`src/rtl/bldc_types_pkg.sv`:
```
// rtl/bldc_types_pkg.sv - shared BLDC sector/hall types and helpers
// Used by the hall emulator and by hall decoding blocks.
package bldc_types_pkg;

  typedef logic [2:0] sector_t;
  typedef logic [2:0] hall_code_t;

  typedef enum logic [1:0] {
    ST_IDLE   = 2'd0,
    ST_RUN    = 2'd1,
    ST_BOUNCE = 2'd2
  } emu_state_t;

  localparam sector_t    SECTOR_LAST = 3'd5;
  localparam hall_code_t HALL_RESET  = 3'b101;

  // {a,b,c} per sector; adjacent sectors differ in exactly one line
  function automatic hall_code_t sector_to_hall(input sector_t s);
    hall_code_t h;
    case (s)
      3'd0:    h = 3'b101;
      3'd1:    h = 3'b100;
      3'd2:    h = 3'b110;
      3'd3:    h = 3'b010;
      3'd4:    h = 3'b011;
      3'd5:    h = 3'b001;
      default: h = 3'b101;
    endcase
    return h;
  endfunction

  function automatic sector_t sector_step(input sector_t s, input logic reverse);
    sector_t n;
    if (reverse) n = (s == 3'd0) ? SECTOR_LAST : s - 3'd1;
    else         n = (s >= SECTOR_LAST) ? 3'd0 : s + 3'd1;
    return n;
  endfunction

endpackage

```
`src/rtl/hall_bounce_gen.sv`:
```
// rtl/hall_bounce_gen.sv - contact bounce train for one hall line
// Starts at the new value, alternates every bounce_gap cycles, ends at the new value.
module hall_bounce_gen #(
  parameter int bounce_toggles = 6,
  parameter int bounce_gap     = 4
) (
  input  logic clk,
  input  logic reset,
  input  logic start,
  input  logic old_val,
  input  logic new_val,
  input  logic enable,
  output logic line_out,
  output logic done
);

  localparam int gap_w = (bounce_gap > 1) ? $clog2(bounce_gap) : 1;
  localparam int tog_w = (bounce_toggles > 1) ? $clog2(bounce_toggles) : 1;

  logic             busy_q, busy_d;
  logic             line_q, line_d;
  logic             old_q, old_d;
  logic             new_q, new_d;
  logic [gap_w-1:0] gap_q, gap_d;
  logic [tog_w-1:0] tog_q, tog_d;
  logic             gap_end, last_tog;

  assign gap_end  = (gap_q == gap_w'(bounce_gap - 1));
  assign last_tog = (tog_q == tog_w'(bounce_toggles - 1));
  assign done     = busy_q && gap_end && last_tog;
  assign line_out = line_q;

  always_comb begin
    busy_d = busy_q;
    line_d = line_q;
    old_d  = old_q;
    new_d  = new_q;
    gap_d  = gap_q;
    tog_d  = tog_q;
    if (!enable) begin
      busy_d = 1'b0;
      line_d = new_q;
      gap_d  = '0;
      tog_d  = '0;
    end else if (start) begin
      busy_d = 1'b1;
      line_d = new_val;
      old_d  = old_val;
      new_d  = new_val;
      gap_d  = '0;
      tog_d  = '0;
    end else if (busy_q) begin
      if (gap_end) begin
        gap_d  = '0;
        tog_d  = tog_q + 1'b1;
        line_d = (line_q == new_q) ? old_q : new_q;
        if (last_tog) begin
          busy_d = 1'b0;
          tog_d  = '0;
        end
      end else begin
        gap_d = gap_q + 1'b1;
      end
    end
  end

  always_ff @(posedge clk or posedge reset) begin
    if (reset) begin
      busy_q <= 1'b0;
      line_q <= 1'b0;
      old_q  <= 1'b0;
      new_q  <= 1'b0;
      gap_q  <= '0;
      tog_q  <= '0;
    end else begin
      busy_q <= busy_d;
      line_q <= line_d;
      old_q  <= old_d;
      new_q  <= new_d;
      gap_q  <= gap_d;
      tog_q  <= tog_d;
    end
  end

endmodule

```
`src/rtl/hall_sensor_emulator.sv`:
```
// rtl/hall_sensor_emulator.sv - six-step hall sensor emulator with optional contact bounce
// Steps the sector every step_period cycles and drives registered hall lines.
module hall_sensor_emulator
  import bldc_types_pkg::*;
#(
  parameter int clk_freq_hz    = 50_000_000,
  parameter int period_width   = 24,
  parameter int bounce_toggles = 6,
  parameter int bounce_gap     = 4
) (
  input  logic                    clk,
  input  logic                    reset,
  input  logic                    enable,
  input  logic                    direction,
  input  logic [period_width-1:0] step_period,
  input  logic                    bounce_en,
  output logic                    hall_a,
  output logic                    hall_b,
  output logic                    hall_c,
  output logic [2:0]              sector,
  output logic                    step_strobe,
  output logic                    settled
);

  // Illegal bounce configurations fall back to clean steps
  localparam logic cfg_ok = (clk_freq_hz > 0) && (bounce_gap >= 1) &&
                            (bounce_toggles > 0) && (bounce_toggles % 2 == 0);
  localparam logic [period_width:0] bounce_span = (period_width + 1)'(bounce_toggles * bounce_gap);

  emu_state_t              state_q, state_d;
  logic [period_width-1:0] cnt_q, cnt_d;
  sector_t                 sector_q, sector_d;
  hall_code_t              hall_q, hall_d;
  hall_code_t              mask_q, mask_d;
  hall_code_t              diff, hall_out;
  logic                    run_ok, advance, bounce_ok, bnc_start, bnc_en;
  logic                    bnc_line, bnc_done;

  assign run_ok    = enable && (step_period != '0);
  assign advance   = (state_q != ST_IDLE) && run_ok && (cnt_q >= step_period - 1'b1);
  assign bounce_ok = cfg_ok && bounce_en && ({1'b0, step_period} > bounce_span);
  assign bnc_start = advance && bounce_ok;
  assign bnc_en    = (state_d == ST_BOUNCE);

  always_ff @(posedge clk or posedge reset) begin
    if (reset) state_q <= ST_IDLE;
    else       state_q <= state_d;
  end

  always_comb begin
    state_d = state_q;
    unique case (state_q)
      ST_IDLE: begin
        if (run_ok) state_d = ST_RUN;
      end
      ST_RUN: begin
        if (!run_ok)        state_d = ST_IDLE;
        else if (bnc_start) state_d = ST_BOUNCE;
      end
      ST_BOUNCE: begin
        // A new advance mid-train (shortened period) restarts or cancels the train
        if (!run_ok)       state_d = ST_IDLE;
        else if (advance)  state_d = bounce_ok ? ST_BOUNCE : ST_RUN;
        else if (bnc_done) state_d = ST_RUN;
      end
      default: state_d = ST_IDLE;
    endcase
  end

  always_comb begin
    sector_d = sector_q;
    cnt_d    = cnt_q;
    if (state_q == ST_IDLE || !run_ok) begin
      cnt_d = '0;
    end else if (advance) begin
      cnt_d    = '0;
      sector_d = sector_step(sector_q, direction);
    end else if (cnt_q != '1) begin
      cnt_d = cnt_q + 1'b1;
    end
    hall_d = sector_to_hall(sector_d);
    diff   = hall_q ^ hall_d;
    mask_d = bnc_start ? diff : mask_q;
  end

  always_ff @(posedge clk or posedge reset) begin
    if (reset) begin
      cnt_q    <= '0;
      sector_q <= '0;
      hall_q   <= HALL_RESET;
      mask_q   <= '0;
    end else begin
      cnt_q    <= cnt_d;
      sector_q <= sector_d;
      hall_q   <= hall_d;
      mask_q   <= mask_d;
    end
  end

  hall_bounce_gen #(
    .bounce_toggles (bounce_toggles),
    .bounce_gap     (bounce_gap)
  ) u_bounce (
    .clk      (clk),
    .reset    (reset),
    .start    (bnc_start),
    .old_val  (|(hall_q & diff)),
    .new_val  (|(hall_d & diff)),
    .enable   (bnc_en),
    .line_out (bnc_line),
    .done     (bnc_done)
  );

  always_comb begin
    hall_out = hall_q;
    if (state_q == ST_BOUNCE) hall_out = (hall_q & ~mask_q) | (bnc_line ? mask_q : 3'b000);
    step_strobe = advance;
    settled     = (state_q != ST_BOUNCE) && (hall_out == sector_to_hall(sector_q));
    {hall_a, hall_b, hall_c} = hall_out;
    sector      = sector_q;
  end

endmodule

```
`config.mk`:
```
export PLATFORM = sky130hd
export DESIGN_NAME = hall_sensor_emulator
export DESIGN_NICKNAME = d
export VERILOG_FILES = /design/src/rtl/bldc_types_pkg.sv /design/src/rtl/hall_bounce_gen.sv /design/src/rtl/hall_sensor_emulator.sv
export SDC_FILE = /design/constraint.sdc
export NUM_CORES = 1
export LEC_CHECK = 0
export CAP_MARGIN = 15
export CORE_AREA = 10 10 86 88
export CTS_CLUSTER_DIAMETER = 60
export CTS_CLUSTER_SIZE = 12
export DETAILED_ROUTE_END_ITERATION = 8
export DIE_AREA = 0 0 96 98
export GPL_TIMING_DRIVEN = 0
export PLACE_DENSITY = 0.83
export RECOVER_POWER = 25
export SYNTH_ARGS = -nofsm -noshare
export SYNTH_HDL_FRONTEND = slang
export SYNTH_SLANG_ARGS = --single-unit
```
`constraint.sdc`:
```
create_clock -name clk -period 5.6 [get_ports clk]
set_input_delay 0.56 -clock clk [delete_from_list [all_inputs] [get_ports clk]]
set_output_delay 0.56 -clock clk [all_outputs]
set_load 0.1 [all_outputs]
```
======== Word-level counts from Yosys, hierarchy flattened ========
Index checks and enable logic that the tools add are counted.
word-level totals
  bits in registers ....................... 44
  bits of input ports ..................... 29
  output and inout bits ................... 8
  logic and storage cells ................. 105
operators by class
  add/sub/neg operators ................... 6
  order comparisons ....................... 3
  eq/ne operators ......................... 21
  muxes and demuxes ....................... 39
  bitwise operators ....................... 6
  reductions and logical operators ........ 19
operators by type and width
  operator                                                         number
  2-to-1 mux 24 bit                                                3
  2-to-1 mux 3 bit                                                 12
  case mux 3 bit (5 select lines)                                  2
  adder 24 x 1 -> 24 bit (second input constant)                   1
  greater-or-equal comparator 24 bit                               1
  greater-than comparator 24 x 5 -> 1 bit (second input constant)  1
  inequality test 24 bit (second input constant)                   1
  nonzero test 24 bit                                              1
  subtractor 24 x 1 -> 24 bit (second input constant)              1
  2-to-1 mux 2 bit                                                 11
  equality test 3 bit (second input constant)                      5
  equality test 3 x 2 -> 1 bit (second input constant)             4
  2-to-1 mux 1 bit                                                 10
  bitwise AND 3 bit                                                3
  logical AND 1 bit                                                8
  adder 3 x 1 -> 3 bit (second input constant)                     2
  equality test 2 bit (second input constant)                      3
  equality test 3 x 1 -> 1 bit (second input constant)             2
  inequality test 3 bit (second input constant)                    2
  case mux 2 bit (3 select lines)                                  1
  OR reduction 3 bit                                               2
  AND reduction 2 bit                                              2
  equality test 3 bit                                              1
  greater-or-equal comparator 3 bit (second input constant)        1
  14 further kinds                                                 14

======== Logic depth before layout (Yosys ltp) ========
Gate-level depths: netlist (run 1).
  depth after elaboration ................. 13
  mapped depth ............................ 21
  mapped depth without buffers ............ 21

======== By module ========
A second synthesis (run 1) with hierarchy kept.
unflattened totals
  cell total of the unflattened synthesis .. 413
  area, all modules ....................... 3577.2 sq um
by module, submodules not included
  module                times used  cells an instance  area an instance (sq um)  sequential area each (sq um)
  hall_sensor_emulator  1           372                3135.5                    878.3
  hall_bounce_gen       1           41                 441.7                     225.2

======== Least setup slack after synthesis (run 1) ========
No wires, ideal clock.
  path type ............................... flip-flop to output port
  start ................................... reg sector_q[1], in the netlist sector[1]
  end ..................................... out settled
  arrival ................................. 4057 ps
  required time ........................... 5040 ps
  path slack .............................. 983 ps
  cell stages (with the launch flop) ...... 9
  buffers on the path ..................... 0
  path through ............................ dfrtp_1 -> inv_1 -> ha_1 -> ha_1 -> nor2_1 -> a21oi_1 -> xnor2_1 -> nand2_1 -> nor3_1
on the way
  longest elaborated chain between the ends .. 4
  elaborated cells between the ends (all ways) .. 8
  those cells by class .................... 6 x eq/ne; 1 x mux; 1 x reduce/logical
RTL lines
  item                                               RTL line                     source
  start, declared                                    hall_sensor_emulator.sv:32   sector_t sector_q, sector_d;
  start signal, assigned                             hall_sensor_emulator.sv:94   sector_q <= sector_d;
  equality test 3 bit, or another cell as far along  bldc_types_pkg.sv:20         case (s)
  case mux 3 bit (5 select lines) *                  bldc_types_pkg.sv:20
  equality test 3 bit *                              hall_sensor_emulator.sv:118  settled = (state_q != ST_BOUNCE) && (hall_out == sector_to_hall(sector_q));
  logical AND 1 bit *                                hall_sensor_emulator.sv:118
  end, declared                                      hall_sensor_emulator.sv:22   output logic settled
Mark *: on every way between the ends. The rest lies on a longest branch, timed or not.

======== Final worst setup path (run 1) ========
  start ................................... in step_period[0]
  end ..................................... reg u_bounce.line_q, in the netlist u_bounce.line_out
on the way
  longest elaborated chain between the ends .. 13
  elaborated cells between the ends (all ways) .. 35
  those cells by class .................... 1 x add/sub; 2 x order compare; 8 x eq/ne; 12 x mux; 2 x bitwise; 10 x reduce/logical
RTL lines
  item                                                                 RTL line                     source
  start, declared                                                      hall_sensor_emulator.sv:15   input logic [period_width-1:0] step_period,
  branches (longest 5 deep; another with subtractor 24 x 1 -> 24 bit)  -
  2-to-1 mux 3 bit *                                                   hall_sensor_emulator.sv:73   if (state_q == ST_IDLE || !run_ok) begin
  net sector_d[0]                                                      hall_sensor_emulator.sv:32
  equality test 3 bit, or another cell as far along                    bldc_types_pkg.sv:20
  case mux 3 bit (5 select lines) *                                    bldc_types_pkg.sv:20
  net hall_d[1]                                                        hall_sensor_emulator.sv:33   hall_code_t hall_q, hall_d;
  XOR 3 bit                                                            hall_sensor_emulator.sv:82   diff = hall_q ^ hall_d;
  bitwise AND 3 bit *                                                  hall_sensor_emulator.sv:108  .new_val (|(hall_d & diff)),
  OR reduction 3 bit *                                                 hall_sensor_emulator.sv:108
  2-to-1 mux 1 bit *                                                   hall_bounce_gen.sv:45        end else if (start) begin
  2-to-1 mux 1 bit *                                                   hall_bounce_gen.sv:40        if (!enable) begin
  end signal, assigned                                                 hall_bounce_gen.sv:77        line_q <= line_d;
  end, declared                                                        hall_bounce_gen.sv:21        logic line_q, line_d;
Mark *: on every way through the listed nets, which the timed path passes.
A chain may end at the register's enable or synchronous reset.

==> reports/metrics.csv, run 1 <==
metric,value,unit
hold_path_class,flop to flop,
synth_top_family_by_area,simple AND/OR/NAND/NOR gates,
powerDensity,190,mW/mm^2
cts-buffers-inserted,5,
synth_top_area_share,30.2,%
cpPeakStageDelay,0.46,ns
antenna_found_initial,0,
synth_seq_area_share,31.7,%
grt_pass1_vias,3134,
skew,0.00697,ns
final_cell_area,0.00411,sq mm
cp-start-kind,input port,
core_area,0.00575,sq mm
synth_top_cell_by_area,dfrtp_1,
wl_met1,3.62,mm
synthSimpleGateAreaFrac,25.4,%
place_congestion,0.926,
hold_start,mask_q[2],
ctsHoldBuffers,0,
ys_types,52,
cpLargestDelayFamily,simple AND/OR/NAND/NOR gates,
insertion_delay,0.30,ns
rr_startpoint,cnt_q[0],
wl_met2,4.29,mm
finalSetupViolCount,0,
diodes,0,
placed_cell_area,0.00396,sq mm
fp-row-count,28,
final_hold_viol_count,0,
ios,37,
area_growth,17.8,%
drv_slew,35,
root_buffer,clkbuf_8,
cp_common_cell,ha_1,
reg2reg_depth,15,
maxCapViolations,1,
rsz0062_at_grt,false,
ant_nets,0,
synthAdderAreaFrac,15.4,%
fin_crit_sh,94.5,%
clk_pin_slew,0.09,ns
reg2reg_slack,2.11,ns
syn_area_per_cell,8.71,sq um
vias,3047,
crit_path_end_kind,flop,
die_w,96,um
synth_seq_cells,44,
path_cells,clkdlybuf4s50_1 -> inv_1 -> ha_1 -> nand2b_1 -> or3_1 -> or3_1 -> nor4_1 -> xnor2_1 -> ha_1 -> nand4_1 -> nor3_2 -> nand4bb_1 -> nand4_1 -> buf_4 -> o221ai_1 -> a2bb2oi_2 -> nor3_2 -> a21o_1 -> ha_1 -> nor3_1 -> o22ai_1 -> a21oi_1 -> nor2_1,
wl_met3,283,um
cts_max_path_buffers,2,
worstPathArrival,5.49,ns
irDropWorstVdd,0.122,mV
drive_above_1_share,6.94,%
required,5.80,ns
fmax,0.189,GHz
synth_area_leaders,"dfrtp_1, ha_1, xnor2_1",
muxShareOfSynthArea,1.29,%
hold-worst-slack,0.520,ns
overflow,0,
h-tree-depth,2,
cts_tree,done,
maxUsedRoutingLayer,met4,
layout_commonest_cell,nor2_1,
synth-compound-area-share,12.5,%
final_nets,518,
gr-usage-all-layers,18.7,%
dr.pass1.iters,4,
num-fill-cells,456,
initial_core_util,60.7,%
status,"complete, but fails checks",
tightest_slew,1.91,ns
whs_path_depth,2,
grt_max_degree,35,
grt_pass1_wl,14.6,mm
cp_slowest_cell,or3_1,
seq_area,0.00110,sq mm
clock-sinks,44,
drt_iter0_drc,131,
failed_checks,"max-capacitance violations, max-slew violations",
cp_num_buf_inv,3,
synthesis.instances,400,
worstSetupPathType,input port to flop,
drc,0,
wl_per_cell,16.0,um
async_flop_share,100,%
relSlewSlack,-27.4,%
period_needed,5.29,ns
wl,8.37,mm
synth-edff-count,0,
ys_warn_count,0,
holdPathEnd,mask_q[2],
cp_max_fo,5,
syn_area,0.00349,sq mm
syn-num-nets,472,
final_cell_mix,"nor2_1, ha_1, dfrtp_1, nand2_1, clkdlybuf4s50_1",
drt-vias-per-instance,5.84,
dpl.hpwl,6.49,mm
io_buffers,36,
synthFlopType,dfrtp_1,
synthXorXnorAreaFrac,10.8,%
timing.rr.end,u_bounce.line_out,
dieHeight,98,um
leakage,1.74,nW
multiInputGateArea,0.00231,sq mm
die-area,0.00941,sq mm
[registers in the layout, summed over array words and instances, names as in the netlist]
register           count
mask_q                 3
u_bounce.busy_q        1
hall_q                 3
u_bounce.old_q         1
u_bounce.tog_q         3
state_q                2
sector                 3
u_bounce.line_out      1
u_bounce.new_q         1
u_bounce.gap_q         2
cnt_q                 24
[stage by stage]
stage | TNS [ns] | utilization (%) | power, mW | cells | setup WS (ns)
final | 0 | 71.5 | 0.781 | 522 | 0.308
after global routing | 0 | 71.5 | 0.819 | 522 | 0.000369
after CTS | 0 | 70.9 | 0.784 | 520 | 0.0911
after detailed placement | -0.567 | 68.9 | 0.533 | 512 | -0.373
after global placement | -0.443 | 68.6 | 0.526 | 511 | -0.330
after floorplan | 0 | - | 0.469 | 400 | 0.983
[worst max-delay path by stage]
stage	start	endpoint	slack [ns]	cells after the start
after floorplan	sector[1]	settled	0.98	8
after global placement	step_period[5]	step_strobe	-0.33	14
after detailed placement	step_period[5]	step_strobe	-0.37	14
after CTS	step_period[5]	u_bounce.line_out	0.09	20
after global routing	step_period[0]	u_bounce.line_out	0.0004	22
final	step_period[0]	u_bounce.line_out	0.31	23
[synthesized netlist by cell type, drive strengths merged, types with 2 or more instances]
master	number
a21o	2
a21oi	25
a2bb2oi	2
a31o	4
and2	5
and3	3
and4	6
clkbuf	5
dfrtp	42
dfstp	2
ha	43
inv	20
mux2i	3
nand2	39
nand2b	4
nand3	14
nand4	7
nor2	46
nor2b	4
nor3	26
nor3b	2
nor4	6
o21ai	16
o221ai	2
or3	5
or4	7
xnor2	26
xor2	17
[logic make-up after synthesis]
logic type / after synthesis
compound gates: 64
xor+xnor: 43
fa+ha+maj: 43
buf+inv: 26
flops: 44
mux: 4
simple gates: 176
[layout make-up]
cell class / instances / area share, %
plain buffers: 6 / 0.640
clock buffers: 5 / 1.68
clock inverters: 3 / 1.13
inverters: 20 / 1.83
multi-input cells: 330 / 56.3
flip-flops and latches: 44 / 26.9
well taps: 75 / 2.29
repair buffers: 39 / 9.26
[layer usage]
layer,GRT usage [%],up-vias
li1,-,1519
met5,0,-
met4,5.45,0
met3,3.45,17
met1,22.7,1459
met2,32.3,52
[report_power, final]
part | switching, mW | leakage, nW | internal (mW)
clock | 0.117 | 0.0548 | 0.134
sequential | 0.00738 | 0.591 | 0.325
combinational | 0.126 | 1.09 | 0.0713
[tightest hold or removal path, stage by stage (launching register included)]
cell and delay [ns]:
dfrtp_1 0.37, nand2_1 0.05, o21ai_0 0.06
[what timing repair did]
item | in CTS | in global routing
resized for setup | 3 | 4
buffers inserted | 0 | 2
setup endpoints to repair | 1 | 4
pin swaps | 0 | 3
hold endpoints to repair | 0 | 0
gates cloned | 0 | 0
(Power assumes the default switching activity.)
==> run 2, diff against run 1 <==
--- a/config.mk
+++ b/config.mk
@@ -6,13 +6,12 @@
 export NUM_CORES = 1
 export LEC_CHECK = 0
 export CAP_MARGIN = 15
-export CORE_AREA = 10 10 86 88
-export CTS_CLUSTER_DIAMETER = 60
+export CORE_AREA = 10 10 104 78
 export CTS_CLUSTER_SIZE = 12
 export DETAILED_ROUTE_END_ITERATION = 8
-export DIE_AREA = 0 0 96 98
+export DIE_AREA = 0 0 114 88
 export GPL_TIMING_DRIVEN = 0
-export PLACE_DENSITY = 0.83
+export PLACE_DENSITY = 0.78
 export RECOVER_POWER = 25
 export SYNTH_ARGS = -nofsm -noshare
 export SYNTH_HDL_FRONTEND = slang
==> constraint.sdc (replaced) <==
create_clock -name clk -period 5.2 [get_ports clk]
set_input_delay 0.52 -clock clk [delete_from_list [all_inputs] [get_ports clk]]
set_output_delay 0.52 -clock clk [all_outputs]
set_load 0.1 [all_outputs]
==> run 2 against run 1 <==
Effect of this change:
- largest power group unchanged
- worst setup slack worse by 0.087 ns
- highest routed layer unchanged
- non-clock buffer count is 4 higher
- worst hold slack worse by 0.00072 ns
- the flow still finishes with violations (max-capacitance violations, max-slew violations)
- wire length is 0.37% higher
- sequential power is 7.8% higher
- final cell count is 1.3% higher
- critical endpoint is now step_strobe
- clock power is 10% higher
- clock skew is 0.00067 ns higher
- via count hardly changed
- core utilization is 2.9 points lower
- register-to-register slack worse by 0.30 ns
==> reports/metrics.csv, run 2 (same netlist as run 1, synthesis figures left out) <==
metric,value,unit,change
area_growth,20.4,%,
maxUsedRoutingLayer,met4,,
pwr-share-seq,41.8,%,-0.7 points
dp.cells,515,,+0.59%
rsz0062_at_grt,false,,
period_needed,4.98,ns,
relSlewSlack,-18.1,%,+9.3 points
drv_slew,34,,-2.9%
final_cells,529,,+1.3%
worstPathArrival,4.46,ns,-1.03 ns
powerDensity,204,mW/mm^2,+7.1%
initial_core_util,56.9,%,-3.8 points
whs_path_depth,2,,unchanged
dr.pass1.iters,4,,unchanged
cp_max_fo,4,,-1
final_cell_mix,"nor2_1, ha_1, dfrtp_1, nand2_1, clkdlybuf4s50_1",,
wl_met3,422,um,+49%
holdPathEnd,mask_q[0],,
drive_above_1_share,9.76,%,+2.8 points
cp-start-kind,input port,,
io_buffers,36,,unchanged
wl,8.40,mm,+0.37%
crit_path_end_kind,primary output,,
final_hold_viol_count,0,,unchanged
drt-vias-per-instance,5.76,,-1.3%
pwr-share-comb,25.6,%,+0.4 points
finalSetupViolCount,0,,unchanged
leakage,1.77,nW,+1.8%
vias,3048,,+0.033%
place_congestion,0.883,,-4.6%
final_cell_area,0.00420,sq mm,+2.2%
final_nets,522,,+0.77%
skew,0.00764,ns,+0.000671 ns
switchingPower,0.279,mW,+11%
grt_max_degree,34,,-2.9%
largest_register_ffs,24,,unchanged
hold_start,mask_q[0],,
clock-sinks,44,,unchanged
tightest_slew,1.77,ns,-0.139 ns
cp-startpoint,step_period[17],,
reg2reg_slack,1.81,ns,-0.30 ns
wl_met2,3.84,mm,-10%
antenna_found_initial,0,,unchanged
fin_crit_sh,95.7,%,
rr_startpoint,cnt_q[0],,
gr-usage-all-layers,17.1,%,-1.6 points
ctsHoldBuffers,0,,unchanged
drc,0,,unchanged
irDropWorstVdd,0.155,mV,+27%
die_w,114,um,+19%
overflow,0,,unchanged
status,"complete, but fails checks",,
timing.rr.end,u_bounce.line_out,,
ios,37,,unchanged
maxCapViolations,1,,unchanged
failed_checks,"max-capacitance violations, max-slew violations",,
dieHeight,88,um,-10%
drt_iter0_drc,210,,+60%
cts-buffers-inserted,5,,unchanged
grt_pass1_vias,2990,,-4.6%
worstSetupPathType,input port to primary output,,
h-tree-depth,2,,unchanged
reg2reg_depth,16,,+1
dpl.hpwl,6.75,mm,+4.1%
largest-register,cnt_q,,
p_clk_share,32.5,%,+0.3 points
core_area,0.00613,sq mm,+6.6%
ant_nets,0,,unchanged
die-area,0.0100,sq mm,+6.6%
p_int,0.576,mW,+8.5%
required,4.68,ns,-1.12 ns
layout_commonest_cell,nor2_1,,
hold_path_class,flop to flop,,
fmax,0.201,GHz,
swShare,32.6,%,+0.56 points
insertion_delay,0.31,ns,about the same
diodes,0,,unchanged
wl_per_cell,15.9,um,-0.96%
cts_max_path_buffers,2,,unchanged
fp-row-count,24,,-14%
cts_tree,done,,
placed_cell_area,0.00396,sq mm,about the same
root_buffer,clkbuf_8,,
clk_pin_slew,0.09,ns,about the same
wl_met1,4.08,mm,+13%
grt_pass1_wl,14.3,mm,-2.5%
-- run 2: worst max path at each step --
stage                     slack, ns           endpoint
after global placement        -0.61        step_strobe
after global routing           0.01  u_bounce.line_out
after floorplan                0.62            settled
after CTS                      0.02  u_bounce.line_out
after detailed placement      -0.59        step_strobe
final                          0.22        step_strobe
-- run 2: per-stage QoR --
| stage | power [mW] | setup WS (ns) | TNS (ns) | util (%) | hold slack (ns) |
|---|---|---|---|---|---|
| 6_report | 0.855 | 0.222 | 0 | 68.5 | 0.519 |
| 2_1_floorplan | 0.505 | 0.623 | 0 | - | 0.469 |
| 4_1_cts | 0.852 | 0.0176 | 0 | 67.1 | 0.482 |
| 3_5_place_dp | 0.576 | -0.591 | -1.74 | 64.7 | 0.500 |
| 5_1_grt | 0.892 | 0.0143 | 0 | 68.5 | 0.553 |
| 3_3_place_gp | 0.568 | -0.612 | -1.43 | 64.4 | 0.489 |
-- run 2: timing repair --
action / CTS / global route
pin swaps: 2 / 5
setup endpoints to repair: 3 / 3
gates resized for setup: 7 / 11
setup buffers: 1 / 5
cloned: 0 / 0
-- run 2: power groups by stage --
stage | registers [mW] | clock network [mW] | logic (mW)
2_1_floorplan | 0.375 | 0 | 0.130
3_3_place_gp | 0.364 | 0 | 0.204
3_5_place_dp | 0.364 | 0 | 0.212
4_1_cts | 0.357 | 0.282 | 0.214
5_1_grt | 0.359 | 0.293 | 0.240
6_report | 0.358 | 0.278 | 0.219
-- run 2: metal layers --
metal,track usage (%),vias up
li1,-,1526
met4,3.75,0
met1,23.4,1464
met5,0,-
met2,27.6,52
met3,3.07,6
-- run 2: worst max-delay path: stages --
cell and delay (ns):
clkdlybuf4s50_1 0.50, or4_4 0.60, or4_4 0.49, nor2_1 0.15
xnor2_1 0.10, ha_1 0.31, nand4_1 0.17, nor3_2 0.33
nand4bb_1 0.16, nand4_1 0.25, o21ai_4 0.14, buf_4 0.16
inv_1 0.04, clkdlybuf4s15_2 0.55
-- run 2: area by class of cell --
type,count,area [sq um]
Clock inverter,3,46.3
Buffer,6,26.3
Tap cell,78,97.6
Sequential cell,44,1100
Clock buffer,5,68.8
Timing Repair Buffer,43,410
Inverter,20,75.1
Fill cell,496,1930
Multi-Input combinational cell,330,2370
==> run 3, diff against run 2 <==
--- a/config.mk
+++ b/config.mk
@@ -7,9 +7,11 @@
 export LEC_CHECK = 0
 export CAP_MARGIN = 15
 export CORE_AREA = 10 10 104 78
+export CTS_CLUSTER_DIAMETER = 30
 export CTS_CLUSTER_SIZE = 12
 export DETAILED_ROUTE_END_ITERATION = 8
 export DIE_AREA = 0 0 114 88
+export GPL_ROUTABILITY_DRIVEN = 0
 export GPL_TIMING_DRIVEN = 0
 export PLACE_DENSITY = 0.78
 export RECOVER_POWER = 25
==> results of run 3 <==
Same layout as run 2: the final DEF is identical, and so are final timing and power.
